[config.mk]
export PLATFORM = sky130hd
export DESIGN_NAME = mxv_frame_parser
export DESIGN_NICKNAME = d
export VERILOG_FILES = /design/src/rtl/mxv_frame_parser_pkg.sv /design/src/rtl/mxv_idle_timer.sv /design/src/rtl/mxv_frame_parser.sv
export SDC_FILE = /design/constraint.sdc
export NUM_CORES = 1
export LEC_CHECK = 0
export ABC_AREA = 1
export BUFFER_PORTS_ARGS = -buffer_cell sky130_fd_sc_hd__buf_2
export CAP_MARGIN = 10
export CORE_MARGIN = 3
export CORE_UTILIZATION = 40
export CTS_BUF_LIST = sky130_fd_sc_hd__clkbuf_4
export CTS_CLUSTER_DIAMETER = 150
export DETAILED_ROUTE_END_ITERATION = 8
export GPL_ROUTABILITY_DRIVEN = 1
export REMOVE_ABC_BUFFERS = 1
export SETUP_SLACK_MARGIN = 0.05
export SYNTH_ARGS = -nofsm -noshare
export SYNTH_HDL_FRONTEND = slang
export SYNTH_SLANG_ARGS = --single-unit
[constraint.sdc]
create_clock -name clk -period 4.21 [get_ports clk]
set_clock_uncertainty 0.05 [all_clocks]
set_input_delay 1.263 -clock clk [delete_from_list [all_inputs] [get_ports clk]]
set_output_delay 1.263 -clock clk [all_outputs]
set_load 0.01 [all_outputs]
[src/rtl/mxv_frame_parser_pkg.sv]
// ---------------------------------------------------------------------------
// mxv_frame_parser_pkg
// Shared definitions for the matrix/vector frame parser:
//   - frame delimiters and command codes
//   - error-code enum reported on err_code
//   - parser FSM state enum and decoded-command enum
// ---------------------------------------------------------------------------
package mxv_frame_parser_pkg;

    // Frame delimiters
    localparam logic [7:0] FRAME_SOF = 8'hFE;
    localparam logic [7:0] FRAME_EOF = 8'hEF;

    // Command codes
    localparam logic [7:0] CMD_SIZE   = 8'h01;
    localparam logic [7:0] CMD_REPEAT = 8'h02;
    localparam logic [7:0] CMD_START  = 8'h03;
    localparam logic [7:0] CMD_MV     = 8'h04;

    typedef enum logic [2:0] {
        ERR_NONE    = 3'd0,
        ERR_CMD     = 3'd1,  // unknown command byte
        ERR_LEN     = 3'd2,  // LEN does not match command / current N
        ERR_SIZE    = 3'd3,  // SIZE payload outside 1..NMAX
        ERR_EOF     = 3'd4,  // terminator byte is not 0xEF
        ERR_TIMEOUT = 3'd5   // inter-byte gap too long inside a frame
    } err_code_e;

    typedef enum logic [2:0] {
        ST_IDLE,
        ST_GET_LEN,
        ST_GET_CMD,
        ST_PAYLOAD,
        ST_GET_EF
    } state_e;

    typedef enum logic [1:0] {
        OP_SIZE,
        OP_REPEAT,
        OP_START,
        OP_MV
    } op_e;

endpackage

[src/rtl/mxv_idle_timer.sv]
// ---------------------------------------------------------------------------
// mxv_idle_timer
// Down-counter measuring idle cycles inside a frame.
//   clk      : clock, rising edge
//   rst      : synchronous active-high reset
//   load_i   : reload the count to TIMEOUT and arm the timer
//   clear_i  : disarm the timer (has priority over load_i)
//   expire_o : high during the TIMEOUT-th consecutive cycle without a load
// TIMEOUT = 0 leaves the timer permanently disarmed.
// ---------------------------------------------------------------------------
module mxv_idle_timer #(
    parameter int TIMEOUT = 1023
) (
    input  logic clk,
    input  logic rst,
    input  logic load_i,
    input  logic clear_i,
    output logic expire_o
);

    localparam int   CW      = (TIMEOUT > 0) ? $clog2(TIMEOUT + 1) : 1;
    localparam logic ENABLED = (TIMEOUT != 0);

    logic [CW-1:0] cnt_q;
    logic          armed_q;

    // NOTE: state registers use non-blocking (<=) so every flop samples the
    // pre-edge values and simulation matches the synthesized hardware.
    always_ff @(posedge clk) begin
        if (rst) begin
            cnt_q   <= '0;
            armed_q <= 1'b0;
        end else if (clear_i) begin
            cnt_q   <= '0;
            armed_q <= 1'b0;
        end else if (load_i) begin
            cnt_q   <= CW'(TIMEOUT);
            armed_q <= ENABLED;
        end else if (armed_q && (cnt_q != '0)) begin
            cnt_q   <= cnt_q - CW'(1);
        end
    end

    // Count holds TIMEOUT during the first idle cycle, so it reads 1 during
    // the TIMEOUT-th one.
    assign expire_o = armed_q && (cnt_q == CW'(1));

endmodule

[src/rtl/mxv_frame_parser.sv]
// ---------------------------------------------------------------------------
// mxv_frame_parser
// Parses byte frames  0xFE, LEN, CMD, payload, 0xEF  and drives matrix /
// vector element writes and command pulses. All outputs are registered, so
// every response appears the cycle after the byte that caused it.
//   clk, rst            : clock and synchronous active-high reset
//   rx_data, rx_valid   : received byte stream, one-cycle valid
//   n_size              : current matrix dimension N (0 until a SIZE frame)
//   start_p, repeat_p   : START / REPEAT frame accepted
//   m_we/m_row/m_col/m_data : matrix element write
//   v_we/v_idx/v_data   : vector element write
//   mv_done             : MV frame accepted
//   err_p, err_code     : error pulse and its code (code holds until next error)
// ---------------------------------------------------------------------------
module mxv_frame_parser
    import mxv_frame_parser_pkg::*;
#(
    parameter int NMAX    = 8,
    parameter int DWUART  = 8,
    parameter int TIMEOUT = 1023
) (
    input  logic                       clk,
    input  logic                       rst,
    input  logic [DWUART-1:0]          rx_data,
    input  logic                       rx_valid,
    output logic [$clog2(NMAX+1)-1:0]  n_size,
    output logic                       start_p,
    output logic                       repeat_p,
    output logic                       m_we,
    output logic [$clog2(NMAX)-1:0]    m_row,
    output logic [$clog2(NMAX)-1:0]    m_col,
    output logic [DWUART-1:0]          m_data,
    output logic                       v_we,
    output logic [$clog2(NMAX)-1:0]    v_idx,
    output logic [DWUART-1:0]          v_data,
    output logic                       mv_done,
    output logic                       err_p,
    output logic [2:0]                 err_code
);

    localparam int NW = $clog2(NMAX + 1);
    localparam int IW = $clog2(NMAX);

    localparam logic [DWUART-1:0] SOF_B    = DWUART'(FRAME_SOF);
    localparam logic [DWUART-1:0] EOF_B    = DWUART'(FRAME_EOF);
    localparam logic [DWUART-1:0] SIZE_B   = DWUART'(CMD_SIZE);
    localparam logic [DWUART-1:0] REPEAT_B = DWUART'(CMD_REPEAT);
    localparam logic [DWUART-1:0] START_B  = DWUART'(CMD_START);
    localparam logic [DWUART-1:0] MV_B     = DWUART'(CMD_MV);

    // Frame-tracking state
    state_e            state_q,     state_d;
    op_e               op_q,        op_d;
    logic [DWUART-1:0] len_q,       len_d;
    logic [DWUART-1:0] pay_cnt_q,   pay_cnt_d;
    logic [NW-1:0]     size_pend_q, size_pend_d;
    logic [IW-1:0]     row_q,       row_d;
    logic [IW-1:0]     col_q,       col_d;
    logic              vec_q,       vec_d;

    // Output registers
    logic [NW-1:0]     n_size_q,    n_size_d;
    logic              start_q,     start_d;
    logic              repeat_q,    repeat_d;
    logic              mv_done_q,   mv_done_d;
    logic              m_we_q,      m_we_d;
    logic [IW-1:0]     m_row_q,     m_row_d;
    logic [IW-1:0]     m_col_q,     m_col_d;
    logic [DWUART-1:0] m_data_q,    m_data_d;
    logic              v_we_q,      v_we_d;
    logic [IW-1:0]     v_idx_q,     v_idx_d;
    logic [DWUART-1:0] v_data_q,    v_data_d;
    logic              err_p_q,     err_p_d;
    err_code_e         err_code_q,  err_code_d;

    // Command decode of the byte currently on rx_data
    logic              cmd_known;
    op_e               cmd_op;
    logic [DWUART-1:0] cmd_len;
    logic [DWUART-1:0] cmd_pay;
    logic [DWUART-1:0] mv_pay;
    logic              len_bad;
    logic              size_bad;
    logic [IW-1:0]     n_last;
    logic              tmr_expire;

    assign mv_pay   = DWUART'(n_size_q) * DWUART'(n_size_q) + DWUART'(n_size_q);
    assign n_last   = IW'(n_size_q - NW'(1));
    assign size_bad = (rx_data == '0) || (rx_data > DWUART'(NMAX));

    // NOTE: every signal written in an always_comb gets a default first, so
    // no path leaves it unassigned and no latch is inferred.
    always_comb begin
        cmd_known = 1'b1;
        cmd_op    = OP_REPEAT;
        cmd_len   = DWUART'(1);
        cmd_pay   = '0;
        if (rx_data == SIZE_B) begin
            cmd_op  = OP_SIZE;
            cmd_len = DWUART'(2);
            cmd_pay = DWUART'(1);
        end else if (rx_data == REPEAT_B) begin
            cmd_op  = OP_REPEAT;
        end else if (rx_data == START_B) begin
            cmd_op  = OP_START;
        end else if (rx_data == MV_B) begin
            cmd_op  = OP_MV;
            cmd_len = mv_pay + DWUART'(1);
            cmd_pay = mv_pay;
        end else begin
            cmd_known = 1'b0;
        end
    end

    // An MV with N=0 has no meaningful payload, so it is rejected as a
    // length error even though LEN=1 would otherwise match.
    assign len_bad = (len_q != cmd_len) || ((cmd_op == OP_MV) && (n_size_q == '0));

    always_comb begin
        state_d     = state_q;
        op_d        = op_q;
        len_d       = len_q;
        pay_cnt_d   = pay_cnt_q;
        size_pend_d = size_pend_q;
        row_d       = row_q;
        col_d       = col_q;
        vec_d       = vec_q;
        n_size_d    = n_size_q;
        start_d     = 1'b0;
        repeat_d    = 1'b0;
        mv_done_d   = 1'b0;
        m_we_d      = 1'b0;
        m_row_d     = m_row_q;
        m_col_d     = m_col_q;
        m_data_d    = m_data_q;
        v_we_d      = 1'b0;
        v_idx_d     = v_idx_q;
        v_data_d    = v_data_q;
        err_p_d     = 1'b0;
        err_code_d  = err_code_q;

        if ((state_q != ST_IDLE) && !rx_valid && tmr_expire) begin
            err_p_d    = 1'b1;
            err_code_d = ERR_TIMEOUT;
            state_d    = ST_IDLE;
        end else if (rx_valid) begin
            unique case (state_q)
                ST_IDLE: begin
                    // A start byte landing while err_p is high belongs to the
                    // failed frame's tail and is dropped.
                    if ((rx_data == SOF_B) && !err_p_q) begin
                        state_d = ST_GET_LEN;
                    end
                end
                ST_GET_LEN: begin
                    len_d   = rx_data;
                    state_d = ST_GET_CMD;
                end
                ST_GET_CMD: begin
                    if (!cmd_known) begin
                        err_p_d    = 1'b1;
                        err_code_d = ERR_CMD;
                        state_d    = ST_IDLE;
                    end else if (len_bad) begin
                        err_p_d    = 1'b1;
                        err_code_d = ERR_LEN;
                        state_d    = ST_IDLE;
                    end else begin
                        op_d      = cmd_op;
                        pay_cnt_d = cmd_pay;
                        row_d     = '0;
                        col_d     = '0;
                        vec_d     = 1'b0;
                        state_d   = (cmd_pay == '0) ? ST_GET_EF : ST_PAYLOAD;
                    end
                end
                ST_PAYLOAD: begin
                    // Payload bytes are counted, never compared against the
                    // delimiters, so 0xFE / 0xEF pass through as data.
                    pay_cnt_d = pay_cnt_q - DWUART'(1);
                    if (pay_cnt_q == DWUART'(1)) begin
                        state_d = ST_GET_EF;
                    end
                    if (op_q == OP_SIZE) begin
                        if (size_bad) begin
                            err_p_d    = 1'b1;
                            err_code_d = ERR_SIZE;
                            state_d    = ST_IDLE;
                        end else begin
                            size_pend_d = rx_data[NW-1:0];
                        end
                    end else if (op_q == OP_MV) begin
                        if (!vec_q) begin
                            m_we_d   = 1'b1;
                            m_row_d  = row_q;
                            m_col_d  = col_q;
                            m_data_d = rx_data;
                            if (col_q == n_last) begin
                                col_d = '0;
                                if (row_q == n_last) begin
                                    row_d = '0;
                                    vec_d = 1'b1;
                                end else begin
                                    row_d = row_q + IW'(1);
                                end
                            end else begin
                                col_d = col_q + IW'(1);
                            end
                        end else begin
                            v_we_d   = 1'b1;
                            v_idx_d  = col_q;
                            v_data_d = rx_data;
                            col_d    = col_q + IW'(1);
                        end
                    end
                end
                ST_GET_EF: begin
                    state_d = ST_IDLE;
                    if (rx_data == EOF_B) begin
                        unique case (op_q)
                            OP_SIZE:   n_size_d  = size_pend_q;
                            OP_REPEAT: repeat_d  = 1'b1;
                            OP_START:  start_d   = 1'b1;
                            OP_MV:     mv_done_d = 1'b1;
                            default:   ;
                        endcase
                    end else begin
                        err_p_d    = 1'b1;
                        err_code_d = ERR_EOF;
                    end
                end
                default: state_d = ST_IDLE;
            endcase
        end
    end

    // Every accepted byte restarts the idle count; returning to IDLE stops it.
    mxv_idle_timer #(
        .TIMEOUT (TIMEOUT)
    ) u_idle_timer (
        .clk      (clk),
        .rst      (rst),
        .load_i   (rx_valid),
        .clear_i  (state_d == ST_IDLE),
        .expire_o (tmr_expire)
    );

    always_ff @(posedge clk) begin
        if (rst) begin
            state_q     <= ST_IDLE;
            op_q        <= OP_SIZE;
            len_q       <= '0;
            pay_cnt_q   <= '0;
            size_pend_q <= '0;
            row_q       <= '0;
            col_q       <= '0;
            vec_q       <= 1'b0;
            n_size_q    <= '0;
            start_q     <= 1'b0;
            repeat_q    <= 1'b0;
            mv_done_q   <= 1'b0;
            m_we_q      <= 1'b0;
            m_row_q     <= '0;
            m_col_q     <= '0;
            m_data_q    <= '0;
            v_we_q      <= 1'b0;
            v_idx_q     <= '0;
            v_data_q    <= '0;
            err_p_q     <= 1'b0;
            err_code_q  <= ERR_NONE;
        end else begin
            state_q     <= state_d;
            op_q        <= op_d;
            len_q       <= len_d;
            pay_cnt_q   <= pay_cnt_d;
            size_pend_q <= size_pend_d;
            row_q       <= row_d;
            col_q       <= col_d;
            vec_q       <= vec_d;
            n_size_q    <= n_size_d;
            start_q     <= start_d;
            repeat_q    <= repeat_d;
            mv_done_q   <= mv_done_d;
            m_we_q      <= m_we_d;
            m_row_q     <= m_row_d;
            m_col_q     <= m_col_d;
            m_data_q    <= m_data_d;
            v_we_q      <= v_we_d;
            v_idx_q     <= v_idx_d;
            v_data_q    <= v_data_d;
            err_p_q     <= err_p_d;
            err_code_q  <= err_code_d;
        end
    end

    assign n_size   = n_size_q;
    assign start_p  = start_q;
    assign repeat_p = repeat_q;
    assign mv_done  = mv_done_q;
    assign m_we     = m_we_q;
    assign m_row    = m_row_q;
    assign m_col    = m_col_q;
    assign m_data   = m_data_q;
    assign v_we     = v_we_q;
    assign v_idx    = v_idx_q;
    assign v_data   = v_data_q;
    assign err_p    = err_p_q;
    assign err_code = err_code_q;

endmodule

======== After elaboration in Yosys (flattened, before gate mapping) ========
Index checks and enable logic that the tools add are counted.
W data, S select, Z words.
cells by class
  $add $sub $neg .......................... 7
  $mul .................................... 1
  divide/modulo/power cells ............... 0
  magnitude comparators ................... 1
  equal/unequal tests ..................... 33
  shifts and indexed selects .............. 0
  mux-type cells .......................... 73
  bitwise operators ....................... 10
  reduce and logical (&&, ||, !) cells .... 38
operators by type and width
  kind                     number
  $mux W3                  27
  $mux W8                  10
  $reduce_and A6 Y1        4
  $mux W1                  23
  $mux W10                 2
  $reduce_and A5 Y1        4
  $ne A2 B2 Y1 const B     9
  $eq A8 B1 Y1 const B     2
  $eq A8 B2 Y1 const B     2
  $eq A8 B8 Y1 const B     2
  $logic_not A8 Y1         2
  $pmux W8 S2              1
  $ne A3 B3 Y1 const B     4
  $pmux W3 S2              2
  $pmux W3 S4              1
  $eq A10 B1 Y1 const B    1
  $not A1 Y1               10
  $reduce_bool A10 Y1      1
  $sub A10 B1 Y10 const B  1
  $pmux W3 S3              1
  $reduce_and A9 Y1        1
  $add A8 B1 Y8 const B    1
  $add A8 B4 Y8            1
  $eq A8 B3 Y1 const B     1
  other kinds (30)         50
storage, ports and cells
  bits in registers ....................... 81
  bits in latches ......................... 0
  RAM bits ................................ 0
  memory bits (read-only) ................. 0
  input port bits ......................... 11
  output and inout port bits .............. 38
  word-level logic and storage cells ...... 187
  memories ................................ 0

======== Longest topological paths before layout ========
  depth in word-level cells ............... 16
  depth in mapped cells ................... 25
  gate-level depth less buffers ........... 24

======== Cells and area by module ========
A second synthesis with hierarchy kept.
unflattened totals
  cell total of the unflattened synthesis .. 682
  area total of the unflattened synthesis .. 4613.2 µm²
by module, submodules not included
  module            instances  cells each  area an instance (µm²)  seq. area each (µm²)
  mxv_frame_parser  1          570         3891.2                  1401.3
  mxv_idle_timer    1          112         721.9                   220.2

======== Worst setup path before layout ========
No wires, ideal clock.
  path type ............................... flip-flop to flip-flop
  start point ............................. register n_size_q[2] (netlist: n_size[2])
  end point ............................... register err_code_q[2] (netlist: err_code[2])
  library setup time ...................... 0.118 ns
  arrival ................................. 2.960 ns
  data required time ...................... 4.042 ns
  path slack .............................. 1.082 ns
  stages on the path, launching flop included .. 23
  buffers on the path ..................... 1
  period minus slack after synthesis ...... 3.128 ns
  cell sequence ........................... dfxtp_1 -> clkbuf_1 -> nand3_1 -> fa_1 -> inv_1 -> ha_1 -> nand2_1 -> nor2_1 -> nand2_1 -> nand3b_1 -> nand3_2 -> nand2_1 -> nand2_1 -> inv_1 -> nand3_1 -> nor2_2 -> nand2_1 -> nand2_2 -> nand3_1 -> nand2_1 -> inv_1 -> nor3_1 -> nor2_1
between the ends
  word-level cells in the longest chain between the ends .. 11
  elaborated cells on any way between the ends .. 13
  those cells by class .................... 2 x add/sub; 1 x mul; 2 x eq/ne; 4 x mux; 4 x reduce/logical
RTL lines
  what                                  RTL line                 text
  start: declaration                    mxv_frame_parser.sv:62   logic [NW-1:0] n_size_q, n_size_d;
  start signal: assignment              mxv_frame_parser.sv:280  n_size_q <= n_size_d;
  $mul A4 B4 Y8                         mxv_frame_parser.sv:87   assign mv_pay = DWUART'(n_size_q) * DWUART'(n_size_q) + DWUART'(n_size_q);
  $add A8 B4 Y8                         mxv_frame_parser.sv:87
  $add A8 B1 Y8                         mxv_frame_parser.sv:108  cmd_len = mv_pay + DWUART'(1);
  $mux W8                               mxv_frame_parser.sv:106  end else if (rx_data == MV_B) begin
  $mux W8                               mxv_frame_parser.sv:104  end else if (rx_data == START_B) begin
  $mux W8                               mxv_frame_parser.sv:102  end else if (rx_data == REPEAT_B) begin
  $mux W8                               mxv_frame_parser.sv:98   if (rx_data == SIZE_B) begin
  $ne A8 B8 Y1                          mxv_frame_parser.sv:117  assign len_bad = (len_q != cmd_len) || ((cmd_op == OP_MV) && (n_size_q == '0));
  $logic_or A1 B1 Y1 *                  mxv_frame_parser.sv:117
  $ne A4 B4 Y1 (no source line) *       --
  $reduce_and A6 Y1 (no source line) *  --
  end signal: assignment                mxv_frame_parser.sv:292  err_code_q <= err_code_d;
  end: declaration                      mxv_frame_parser.sv:74   err_code_e err_code_q, err_code_d;
Every way passes the cells marked *; elsewhere a longest branch is shown, timed or not.
A chain may end at the register's enable or synchronous reset.

======== Worst setup path in the final report ========
  start point ............................. register n_size_q[0] (netlist: n_size[0])
  end point ............................... register col_q[2]
between the ends
  word-level cells in the longest chain between the ends .. 11
  elaborated cells on any way between the ends .. 20
  those cells by class .................... 3 x add/sub; 1 x mul; 3 x eq/ne; 9 x mux; 4 x reduce/logical
RTL lines
  what                                RTL line                 text
  $mul A4 B4 Y8                       mxv_frame_parser.sv:87
  $add A8 B4 Y8                       mxv_frame_parser.sv:87
  $add A8 B1 Y8                       mxv_frame_parser.sv:108
  $mux W8                             mxv_frame_parser.sv:106
  $mux W8                             mxv_frame_parser.sv:104
  $mux W8                             mxv_frame_parser.sv:102
  $mux W8                             mxv_frame_parser.sv:98
  $ne A8 B8 Y1                        mxv_frame_parser.sv:117
  $logic_or A1 B1 Y1                  mxv_frame_parser.sv:117
  $ne A2 B2 Y1 (no source line)       --
  $reduce_and A7 Y1 (no source line)  --
  end signal: assignment              mxv_frame_parser.sv:278  col_q <= col_d;
  end: declaration                    mxv_frame_parser.sv:58   logic [IW-1:0] col_q, col_d;
Parallel ways exist; a longest one is shown, timed or not. The select of a mux whose other input is x is not followed.

==> summary.txt <==
Synthesis
  • Flops & latches, synth: just over 80
  • Yosys warns: 0
  • Synthesized area per cell: 6.71 um^2
  • Top_reg_cell synth: dfxtp_1
  • Yosys top cell area share: a little over a third
  • Async SR Flop Fraction: 0%
  • Synth cell types: 36
  • Most area-consuming cells after synthesis: dfxtp_1 (35%), nand2_1 (9.9%), inv_1 (9.2%)
  • Post-synth EDFFs: 0
  • Gate Count Post-Synth: 683
  • Yosys top cell by area: dfxtp_1
  • Mapped cell area: ~0.0046 mm^2
  • Sequential area share after synthesis: 35.4%

CTS
  • H-tree depth: 3
  • Clock-pin slew on the worst setup and hold paths: around 0.13 ns
  • Longest Clk Path Bufs: 2
  • Worst skew pair latency: 0.48 ns
  • CTS tree: built
  • # hold bufs at CTS: 0
  • CTS Sinks: 81
  • Root Driver: clkbuf_4
  • TritonCTS Buffers: 9

Worst setup path
  • CP Launch Point: n_size[0]
  • Crit path required time: 4.58 ns
  • Crit path to: col_q[2]
  • Flop-to-flop setup slack: 0.66 ns
  • Reg2reg start: n_size[0]
  • RR Endpoint: col_q[2]
  • FF-to-FF path depth: 23
  • Crit path DAT: 3.91 ns
  • Setup CP Type: register to register
  • Crit Path Max Fanout: 15
  • Critical path endpoint category: register
  • Worst setup SP type: register

Power
  • Leak: 2.49 nW
  • Power density cells: 287 mW/mm^2
  • Max IR drop VDD: 0.291 mV
  • Total power: about 1.5 mW

Timing
  • Fin crit period: 3.55 ns
  • Final Hold Vio Count: 0
  • Setup Viol. Count Final: 0
  • Setup TNS: 0 ns
  • Max Clk Rate: 282 MHz
  • RSZ-0062 raised after global routing: no
  • Slew at the pin with the worst max-slew slack: roughly 0.9 ns
  • Final worst-path cycle share: 84.2%
  • Final Slew Violations: 0
  • Slew headroom: 39.9%

Layout
  • Antenna Diode Count: 0
  • Most frequent cells in the layout: nand2_1 (121), inv_1 (112), dfxtp_1 (80)
  • Most common cell after layout, fill and taps aside: nand2_1
  • Nets: between 700 and 800
  • Final Non-Filler Cells: 872
  • Synth-to-layout area growth: 11.4%
  • Fill count: 1123
  • Share of layout cells above drive strength 1: about 13%
  • Final core occ: ~46%

Route
  • DRC violations left: 0
  • First DRT Iteration DRCs: around 310
  • Vias/cell: 5.00
  • Via count: approximately 4400
  • Wire per inst: ~13 um
  • Post-route ant nets: 0
  • Initial DRT Pass Iterations: 5
  • Final wirelength: 11.6 mm

Flow run
  • Max_cap viols: 0

Global routing
  • GRT Overall Usage: 18.8%
  • Pin count of the biggest net entering global routing: 34
  • Total gr overflow: 0
  • Initial antenna violation count: 0
  • Vias in the first global route: approximately 4000
  • First-pass GRT wire length: 19.4 mm

Floorplanning
  • Die ar.: 0.0128 mm^2
  • # IOs: between 40 and 50
  • Initial Utilization: about two fifths
  • Core Footprint: 0.0110 mm^2
  • Chip height: 113 um
  • Num rows: 38
  • Die X: 113 um

Placement
  • Dpl hpwl: ~8.8 mm
  • Port bufs: 48
  • Inst Count DP: around 860
  • Gpl congestion: 0.960

Min path
  • Hold WC Path Type: register to register

Run status
  • Outcome: finished clean
## critical path: stages (launching register included)
cell,delay [ns]
dfxtp_2,0.48
inv_1,0.20
ha_1,0.25
ha_1,0.17
or2_2,0.29
ha_1,0.38
nand2_1,0.08
nor2_1,0.09
nand2_1,0.07
nand3b_1,0.12
nand3_2,0.13
nand2_1,0.11
nand2_1,0.06
inv_1,0.05
nand3_1,0.08
nor2_2,0.13
nand2_1,0.08
nand2_2,0.09
nand2_4,0.12
inv_4,0.11
nand2_4,0.07
clkinv_4,0.07
nand3_1,0.06
a21oi_1,0.15
## cell families after synthesis
logic type	share of synthesized area (%)
compound gates	15.7
xor+xnor	2.48
fa+ha+maj	5.89
buf+inv	11.7
flops	35.4
simple gates	28.9
## Yosys cell counts (2+ instances only)
master and number:
nand2_1 121, inv_1 112, dfxtp_1 81, nor2_1 76
o21ai_0 65, a21oi_1 57, nand3_1 38, ha_1 20
nor3_1 19, clkbuf_1 14, nand4_1 14, xor2_1 7
a211oi_1 6, xnor2_1 6, nand2_2 5, nand3b_1 5
nor2_2 4, or2_2 4, nand2_4 3, nand3_2 3
o211ai_1 3, a31oi_1 2, buf_1 2, buf_2 2
buf_6 2, nor4_1 2
## worst min path at each step
| stage | to | depth (start not counted) | from |
|---|---|---|---|
| 5_1_grt | v_data[1] | 2 | v_data[1] |
| 6_report | v_idx[1] | 2 | v_idx[1] |
| 3_3_place_gp | v_data[3] | 2 | v_data[3] |
| 2_1_floorplan | m_we | 1 | vec_q |
| 3_5_place_dp | m_col[1] | 2 | m_col[1] |
| 4_1_cts | v_data[6] | 2 | v_data[6] |
## stage by stage
step                hold slack, ns  setup WS (ns)  instance area, um^2
global placement             0.379          0.536                 4950
CTS                          0.404          0.412                 5110
global route                 0.417          0.262                 5110
floorplan                    0.376           1.08                 4490
detailed placement           0.384          0.460                 4950
finish                       0.400          0.664                 5110
## registers in the layout (all words and copies together) (netlist names)
register              flops
v_idx                     3
v_data                    8
pay_cnt_q                 8
op_q                      2
m_data                    8
state_q                   3
m_row                     3
m_we                      1
err_p                     1
err_code                  3
len_q                     8
u_idle_timer.armed_q      1
u_idle_timer.cnt_q       10
m_col                     3
v_we                      1
size_pend_q               4
col_q                     3
mv_done                   1
row_q                     3
vec_q                     1
repeat_p                  1
start_p                   1
n_size                    4
## report_power, final
part / switching [mW] / leakage, nW / total (mW) / internal, mW
registers: 0.0145 / 0.657 / 0.799 / 0.784
logic: 0.0917 / 1.75 / 0.138 / 0.0468
clock network: 0.290 / 0.0823 / 0.530 / 0.240
## per-layer routing
layer  share of wire (%)  up-vias  wire length (um)  global-route usage (%)
li1                    -     2284                 -                       -
met1                  47     1957              5450                    24.4
met2                  46       96              5310                    30.9
met3                 5.2       19               598                    3.90
met4                 1.8        0               204                    6.81
met5                   0        -                 0                       0
## area by class of cell
cell class | count | area, um^2 | share of cell area, %
clock buffer | 9 | 67.6 | 1.32
clock inverter | 7 | 93.8 | 1.84
inverter | 114 | 435 | 8.52
multi-input combinational | 467 | 2430 | 47.5
sequential | 81 | 1620 | 31.8
tap | 140 | 175 | 3.43
timing repair buffer | 54 | 285 | 5.58
## what timing repair did
action,CTS,global route
setup endpoints to repair,0,1
gates resized for setup,0,1
endpoints found under the hold margin,0,0
setup buffers,0,0
Power figures use the tool's default switching activity.
